**config.mk**
```make
export PLATFORM = sky130hd
export DESIGN_NAME = fft_frame_sequencer
export DESIGN_NICKNAME = d
export VERILOG_FILES = /design/src/rtl/fft_ctrl_pkg.sv /design/src/rtl/fft_frame_sequencer_mod_counter.sv /design/src/rtl/fft_frame_sequencer.sv
export SDC_FILE = /design/constraint.sdc
export NUM_CORES = 1
export LEC_CHECK = 0
export CORE_AREA = 3 3 71 73
export CTS_CLUSTER_DIAMETER = 120
export CTS_CLUSTER_SIZE = 14
export DETAILED_ROUTE_END_ITERATION = 10
export DIE_AREA = 0 0 74 76
export GPL_TIMING_DRIVEN = 1
export PLACE_DENSITY_LB_ADDON = 0.25
export SYNTH_ARGS = -nofsm -noshare
export SYNTH_HDL_FRONTEND = slang
export SYNTH_SLANG_ARGS = --single-unit
```
**constraint.sdc**
```tcl
create_clock -name clk -period 2.7 [get_ports clk]
set_input_delay 0.405 -clock clk [delete_from_list [all_inputs] [get_ports clk]]
set_output_delay 0.405 -clock clk [all_outputs]
set_load 0.005 [all_outputs]
```
**src/rtl/fft_ctrl_pkg.sv**
```systemverilog
// Shared types and default constants for the 8-point FFT control path.
package fft_ctrl_pkg;

    typedef enum logic [1:0] {
        IDLE    = 2'd0,
        CAPTURE = 2'd1,
        PROCESS = 2'd2,
        DRAIN   = 2'd3
    } seq_state_t;

    localparam int FFT_N_PTS    = 8;
    localparam int FFT_IDX_W    = 3;
    localparam int FFT_PIPE_LAT = 6;

endpackage

```
**src/rtl/fft_frame_sequencer_mod_counter.sv**
```systemverilog
// Modulo-MOD up-counter with synchronous clear, count enable and terminal-count flag.
module mod_counter #(
    parameter int WIDTH = 3,
    parameter int MOD   = 8
) (
    input  logic             clk,
    input  logic             rst_n,
    input  logic             clr,
    input  logic             en,
    output logic [WIDTH-1:0] cnt,
    output logic             tc
);

    logic [WIDTH-1:0] cnt_q;
    logic [WIDTH-1:0] cnt_d;

    assign cnt = cnt_q;
    assign tc  = (cnt_q == WIDTH'(MOD - 1));

    // Next count: clear dominates, otherwise wrap at the modulus.
    always_comb begin
        cnt_d = cnt_q;
        if (clr) begin
            cnt_d = '0;
        end else if (en) begin
            if (tc) begin
                cnt_d = '0;
            end else begin
                cnt_d = cnt_q + WIDTH'(1);
            end
        end else begin
            cnt_d = cnt_q;
        end
    end

    // Count register.
    always_ff @(posedge clk or negedge rst_n) begin
        if (!rst_n) begin
            cnt_q <= '0;
        end else begin
            cnt_q <= cnt_d;
        end
    end

endmodule

```
**src/rtl/fft_frame_sequencer.sv**
```systemverilog
// Frame sequencer for the 8-point FFT: counts samples into frames, strobes load,
// waits out the datapath latency, then hands out bin indices under valid/ready.
module fft_frame_sequencer
    import fft_ctrl_pkg::*;
#(
    parameter int N_PTS    = FFT_N_PTS,
    parameter int IDX_W    = FFT_IDX_W,
    parameter int PIPE_LAT = FFT_PIPE_LAT,
    parameter int FC_W     = 16
) (
    input  logic             clk,
    input  logic             rst,
    input  logic             enable,
    input  logic             sample_valid,
    input  logic             clear_err,
    input  logic             out_ready,
    output logic             load,
    output logic             out_valid,
    output logic [IDX_W-1:0] out_index,
    output logic             out_last,
    output logic             busy,
    output logic             overrun,
    output logic [FC_W-1:0]  frame_count
);

    localparam int LAT_W = (PIPE_LAT > 1) ? $clog2(PIPE_LAT) : 1;

    seq_state_t      state_q, state_d;
    logic            load_q, load_d;
    logic            out_valid_q, out_valid_d;
    logic            out_last_q, out_last_d;
    logic            busy_q, busy_d;
    logic            overrun_q, overrun_d;
    logic [FC_W-1:0] frame_count_q, frame_count_d;

    logic             samp_clr_s, samp_en_s, samp_tc_s;
    logic [IDX_W-1:0] samp_cnt_s;
    logic             lat_clr_s, lat_en_s, lat_tc_s;
    logic [LAT_W-1:0] lat_cnt_s;
    logic             idx_clr_s, idx_en_s, idx_tc_s;
    logic [IDX_W-1:0] idx_s;
    logic             hs_s;
    logic             ovr_set_s;
    logic             unused_cnt_s;

    mod_counter #(.WIDTH(IDX_W), .MOD(N_PTS)) u_samp_cnt (
        .clk   (clk),
        .rst_n (rst),
        .clr   (samp_clr_s),
        .en    (samp_en_s),
        .cnt   (samp_cnt_s),
        .tc    (samp_tc_s)
    );

    mod_counter #(.WIDTH(LAT_W), .MOD(PIPE_LAT)) u_lat_cnt (
        .clk   (clk),
        .rst_n (rst),
        .clr   (lat_clr_s),
        .en    (lat_en_s),
        .cnt   (lat_cnt_s),
        .tc    (lat_tc_s)
    );

    mod_counter #(.WIDTH(IDX_W), .MOD(N_PTS)) u_idx_cnt (
        .clk   (clk),
        .rst_n (rst),
        .clr   (idx_clr_s),
        .en    (idx_en_s),
        .cnt   (idx_s),
        .tc    (idx_tc_s)
    );

    // Only the terminal counts of the sample and latency counters steer the FSM.
    assign unused_cnt_s = ^{samp_cnt_s, lat_cnt_s};

    assign hs_s      = out_valid_q & out_ready;
    assign ovr_set_s = sample_valid & ((state_q == PROCESS) | (state_q == DRAIN));

    assign load        = load_q;
    assign out_valid   = out_valid_q;
    assign out_index   = idx_s;
    assign out_last    = out_last_q;
    assign busy        = busy_q;
    assign overrun     = overrun_q;
    assign frame_count = frame_count_q;

    // Next-state and registered-output logic.
    always_comb begin
        state_d       = state_q;
        load_d        = 1'b0;
        out_valid_d   = out_valid_q;
        out_last_d    = out_last_q;
        frame_count_d = frame_count_q;
        samp_clr_s    = 1'b0;
        samp_en_s     = 1'b0;
        lat_clr_s     = 1'b0;
        lat_en_s      = 1'b0;
        idx_clr_s     = 1'b0;
        idx_en_s      = 1'b0;

        case (state_q)
            IDLE: begin
                out_valid_d = 1'b0;
                out_last_d  = 1'b0;
                if (enable) begin
                    state_d    = CAPTURE;
                    samp_clr_s = 1'b1;
                end else begin
                    state_d = IDLE;
                end
            end
            CAPTURE: begin
                out_valid_d = 1'b0;
                out_last_d  = 1'b0;
                // The completing sample beats a simultaneous enable drop.
                if (sample_valid && samp_tc_s) begin
                    state_d    = PROCESS;
                    load_d     = 1'b1;
                    lat_clr_s  = 1'b1;
                    samp_clr_s = 1'b1;
                end else if (!enable) begin
                    state_d    = IDLE;
                    samp_clr_s = 1'b1;
                end else if (sample_valid) begin
                    samp_en_s = 1'b1;
                end else begin
                    samp_en_s = 1'b0;
                end
            end
            PROCESS: begin
                out_last_d = 1'b0;
                lat_en_s   = 1'b1;
                if (lat_tc_s) begin
                    state_d     = DRAIN;
                    out_valid_d = 1'b1;
                    idx_clr_s   = 1'b1;
                end else begin
                    out_valid_d = 1'b0;
                end
            end
            DRAIN: begin
                if (hs_s) begin
                    idx_en_s = 1'b1;
                    if (idx_tc_s) begin
                        frame_count_d = frame_count_q + FC_W'(1);
                        out_valid_d   = 1'b0;
                        out_last_d    = 1'b0;
                        samp_clr_s    = 1'b1;
                        state_d       = enable ? CAPTURE : IDLE;
                    end else begin
                        out_last_d = (idx_s == IDX_W'(N_PTS - 2));
                    end
                end else begin
                    out_last_d = out_last_q;
                end
            end
            default: begin
                state_d     = IDLE;
                out_valid_d = 1'b0;
                out_last_d  = 1'b0;
            end
        endcase

        busy_d = (state_d != IDLE);

        if (ovr_set_s) begin
            overrun_d = 1'b1;
        end else if (clear_err) begin
            overrun_d = 1'b0;
        end else begin
            overrun_d = overrun_q;
        end
    end

    // State and output registers.
    always_ff @(posedge clk or negedge rst) begin
        if (!rst) begin
            state_q       <= IDLE;
            load_q        <= 1'b0;
            out_valid_q   <= 1'b0;
            out_last_q    <= 1'b0;
            busy_q        <= 1'b0;
            overrun_q     <= 1'b0;
            frame_count_q <= '0;
        end else begin
            state_q       <= state_d;
            load_q        <= load_d;
            out_valid_q   <= out_valid_d;
            out_last_q    <= out_last_d;
            busy_q        <= busy_d;
            overrun_q     <= overrun_d;
            frame_count_q <= frame_count_d;
        end
    end

endmodule

```
== Yosys cells after proc, flatten, opt, wreduce, memory -nomap -nowiden ==
Index checks and enable logic that the tools add are counted.
Word-level totals
  word-level logic and storage cells: 78
  output and inout bits: 24
  bits of input ports: 6
  register bits: 32
Cells by class
  equal/unequal tests: 9
  add/subtract/negate cells: 4
  reductions and logical operators: 11
  bitwise gates (word level): 3
  muxes and demuxes: 41
Operators with widths (number)
  two-way mux 3 bit: 9
  two-way mux 1 bit: 23
  adder 16 x 1 -> 16 bit (second input constant): 1
  equality test 3 bit (second input constant): 4
  two-way mux 2 bit: 5
  nonzero test 2 bit: 5
  adder 3 x 1 -> 3 bit (second input constant): 3
  case mux 2 bit (4 select lines): 1
  case mux 1 bit (3 select lines): 2
  equality test 2 bit (second input constant): 2
  inequality test 2 bit (second input constant): 2
  AND reduction 3 bit: 1
  OR reduction 3 bit: 1
  AND 1 bit: 2
  equality test 2 x 1 -> 1 bit (second input constant): 1
  logical NOT 2 bit: 1
  case mux 1 bit (2 select lines): 1
  AND reduction 2 bit: 1
  OR reduction 2 bit: 1
  logical AND 1 bit: 1
  bitwise OR 1 bit: 1

== Depth between registers and ports, before layout ==
  depth after elaboration: 6
  depth in mapped cells: 6
  gate-level depth less buffers: 6

== Hierarchy ==
From an unflattened synthesis, not the netlist that was laid out.
Second synthesis, totals
  cell total of the unflattened synthesis: 142
  area, all modules: 1532.7 µm²
By module, submodules not included
  fft_frame_sequencer: times used 1, sequential area each 575.6 µm², area an instance 1082.3 µm², cells an instance 106
  mod_counter (u_idx_cnt ...): times used 2, sequential area each 75.1 µm², area an instance 151.4 µm², cells an instance 12
  mod_counter (u_lat_cnt): times used 1, sequential area each 75.1 µm², area an instance 147.6 µm², cells an instance 12

== Least setup slack after synthesis ==
Ideal clock, no wire load.
  kind: register -> register
  from: register u_samp_cnt.cnt_q[0], in the netlist u_samp_cnt.cnt[0]
  to: register u_samp_cnt.cnt_q[0], in the netlist u_samp_cnt.cnt[0]
  clock period less this slack: 1.607 ns
  library setup time: 0.120 ns
  arrival time: 1.487 ns
  slack: 1.093 ns
  stages on the path, launching flop included: 6
  required time: 2.580 ns
  path buffers: 0
  cell sequence: dfrtp_1 > ha_1 > ha_1 > nor3_1 > mux2i_1 > nor2b_1
Between the ends
  word-level cells in the longest chain between the ends: 5
  elaborated cells between the ends (all ways): 11
  classes of those cells: 1 x add/sub; 1 x eq/ne; 7 x mux; 2 x reduce/logical
RTL lines
  from (decl): RTL line fft_frame_sequencer_mod_counter.sv:14  | logic [WIDTH-1:0] cnt_q;
  from (signal assigned): RTL line fft_frame_sequencer_mod_counter.sv:41  | cnt_q <= cnt_d;
  parallel branches: the longest is 5 deep, another holds adder 3 x 1 -> 3 bit
Several ways; the timed one is not identified. The select of a mux whose other input is x is not followed.
A chain may end at the register's enable or synchronous reset.

== Final worst setup path ==
  from: input out_ready
  to: register frame_count_q[1], in the netlist frame_count[1]
Between the ends
  word-level cells in the longest chain between the ends: 2
RTL lines
  from (decl): RTL line fft_frame_sequencer.sv:16  | input logic out_ready,
  AND 1 bit: RTL line fft_frame_sequencer.sv:76  | assign hs_s = out_valid_q & out_ready;
  AND reduction 3 bit (no line)
  to (signal assigned): RTL line fft_frame_sequencer.sv:192  | frame_count_q <= frame_count_d;
  to (decl): RTL line fft_frame_sequencer.sv:34  | logic [FC_W-1:0] frame_count_q, frame_count_d;
Every way passes these cells.

==> impl_metrics.py <==
metrics = {
    "worst_setup_path": {
        "startpoint": "out_ready",
        "worstPathRequired_ns": 2.87,
        "crit_end": "frame_count[1]$_DFFE_PN0P_",
        "worstSetupPathType": "input port to register",
        "path_max_fanout": 11,
        "r2r_cells": 3,
        "r2r_start": "state_q[1]$_DFF_PN0_",
        "r2r_end": "frame_count[1]$_DFFE_PN0P_",
        "crit_arrival_ns": 2.01,
        "r2r_slack_ns": 0.93,
        "cp-start-kind": "input port",
        "cp-end-kind": "register",
    },
    "floorplanning": {
        "io_pins": 30,
        "die_w_um": 74,
        "core_um2": 4410,
        "die_h_um": 76,
        "start_util_pct": 35.3,
        "die_area_um2": 5620,
        "row_count": 24,
    },
    "cts": {
        "holdBufCountCts": 0,
        "cts_buffers": 5,
        "htree_levels": 2,
        "cts_resized": 0,
        "cts_tree": "built",
        "clock-root-buffer": "clkbuf_8",
        "clk_pin_slew_ns": 0.06,
        "insertion_delay_ns": 0.28,
        "cts.sinks": 32,
        "post_cts_buffers": 0,
        "cts_buffer_depth": 2,
    },
    "timing": {
        "setup_viol": 0,
        "maxSlewHeadroom_pct": 61.5,
        "setup_slack_ns": 0.853,
        "skew_ns": 0.00395,
        "setup-tns-final_ns": 0,
        "finalHoldViolCount": 0,
        "fin_crit_ns": 1.85,
        "fmax_mhz": 541,
        "fin_crit_sh_pct": 68.4,
        "rsz0062_at_grt": "false",
        "worst_slew_pin_slew_ns": 0.573,
        "holdWs_ns": 0.479,
        "drv_slew": 0,
    },
    "layout": {
        "layout-drive-gt1-share_pct": 6.18,
        "nets": 190,
        "syn2layout_area_growth_pct": 27.6,
        "antennaDiodeCount": 0,
        "fin_area_um2": 1990,
        "stdcell_count": 230,
        "layout_common_cells": "dfrtp_1 (32), clkdlybuf4s50_1 (29), nand2_1 (16), nor2_1 (11), xnor2_1 (9)",
        "final_common_cell": "dfrtp_1",
        "fin_util_pct": 45.0,
    },
    "synth": {
        "synth_nets": 156,
        "yosysUniqueCellTypes": 30,
        "synth_area_um2": 1560,
        "yosysSeqAreaShare_pct": 51.4,
        "avgSynthCellArea_um2": 10.9,
        "synth_area_leader_cell": "dfrtp_1",
        "yosys_warnings": 0,
        "syn_inst": 143,
        "synth_seq_cells": 32,
        "synth_top_area_share_pct": 51.4,
        "yosys-top-cells-area": "dfrtp_1 (51%), ha_1 (5.6%), xnor2_1 (5.1%)",
    },
    "placement": {
        "post-place-ws_ns": 0.551,
        "gp_congestion": 0.802,
        "hpwl_mm": 2.19,
        "io_buffers": 29,
        "dp.cells": 222,
        "place_area_um2": 1900,
    },
    "power_and_ir_drop": {
        "p_per_area_nw_per_um2": 450,
        "p_leak_nw": 0.935,
        "fin_total_pwr_mw": 0.895,
        "vdd_ir_drop_max_mv": 0.216,
    },
    "worst_hold_path": {
        "hold_path_class": "register to register",
    },
    "routing": {
        "ant_nets": 0,
        "wl_per_cell_um": 12.9,
        "drt_iter0_markers": 52,
        "routed_wirelength_mm": 2.96,
        "drc": 0,
        "viasPerCell": 4.99,
        "dr_total_vias": 1148,
        "dr.pass1.iters": 4,
    },
    "global_routing": {
        "grt_pass1_wl_mm": 5.61,
        "grt_pass1_vias": 1220,
        "grt.total_usage_pct": 12.6,
        "antenna_found_initial": 0,
        "grt_max_degree": 33,
        "grt_overflow": 0,
    },
    "run_status": {
        "status": "finished, final reports clean",
    },
    "flow_run": {
        "cap_violations": 0,
    },
}
[where the power goes]
group | total [mW] | leakage, nW | switching (mW) | internal, mW
Sequential | 0.485 | 0.437 | 0.00343 | 0.482
Clock | 0.376 | 0.0455 | 0.168 | 0.208
Combinational | 0.0339 | 0.452 | 0.0190 | 0.0150
[synthesized netlist by cell type]
library cell / n
a22o_1: 2
and2_1: 1
dfrtp_1: 32
nor3b_1: 1
nor3_1: 7
a31oi_1: 2
nand3b_1: 1
nand2_1: 16
xnor2_1: 9
clkbuf_1: 1
o21ai_0: 3
nor2b_1: 6
buf_4: 1
buf_6: 1
mux2i_1: 4
xor2_1: 6
nand2b_1: 3
nor2_1: 11
mux2_2: 1
nand4b_1: 1
and3_1: 3
nand3_1: 6
inv_1: 3
a22oi_1: 1
ha_1: 7
a21oi_1: 5
nand4_4: 1
nor4_4: 2
nand4_1: 4
a21o_1: 2
[flip-flops by register name, indices dropped and copies added (netlist names), 2 cells and up]
name,cells
frame_count,16
u_idx_cnt.cnt,3
u_lat_cnt.cnt,3
u_samp_cnt.cnt,3
state_q,2
[kinds of logic (layout without fill, tap and decap cells)]
| group | after synthesis | count (layout) | share of synthesized area (%) |
|---|---|---|---|
| buf+inv | 6 | 41 | 2.17 |
| fa+ha+maj | 7 | 7 | 5.62 |
| simple gates | 63 | 63 | 23.1 |
| compound gates | 15 | 15 | 5.94 |
| flops | 32 | 32 | 51.4 |
| mux | 5 | 5 | 3.29 |
| xor+xnor | 15 | 15 | 8.43 |
[worst min path at each step]
stage | startpoint | to | slack [ns] | depth (start not counted)
finish | frame_count[15]$_DFFE_PN0P_ | frame_count[15]$_DFFE_PN0P_ | 0.48 | 1
global route | frame_count[15]$_DFFE_PN0P_ | frame_count[15]$_DFFE_PN0P_ | 0.51 | 1
detailed placement | frame_count[15]$_DFFE_PN0P_ | frame_count[15]$_DFFE_PN0P_ | 0.48 | 1
floorplan | rst | busy$_DFF_PN0_ | 0.11 | 0
CTS | frame_count[15]$_DFFE_PN0P_ | frame_count[15]$_DFFE_PN0P_ | 0.49 | 1
global placement | frame_count[15]$_DFFE_PN0P_ | frame_count[15]$_DFFE_PN0P_ | 0.47 | 1
[final cells by class]
cell class | instances | area, µm²
Fill cell | 407 | 2430
Sequential cell | 32 | 801
Multi-Input combinational cell | 105 | 723
Timing Repair Buffer | 30 | 298
Clock buffer | 8 | 90.1
Tap cell | 52 | 65.1
Inverter | 3 | 11.3
[layer usage]
| layer | global-route usage [%] | wire length (µm) | vias to the layer above | share of wire (%) |
|---|---|---|---|---|
| met5 | 0 | 0 | - | 0 |
| met4 | 5.43 | 38 | 0 | 1.3 |
| met3 | 3.43 | 193 | 5 | 6.5 |
| met2 | 19.2 | 1390 | 35 | 47 |
| met1 | 16.4 | 1340 | 548 | 45 |
| li1 | - | - | 560 | - |
[critical path: stages]
cell             delay (ns)
clkdlybuf4s50_1        0.57
nand4_4                0.25
nor2_1                 0.40
mux2_2                 0.38
Note: power is estimated with default switching activity, not from simulation.
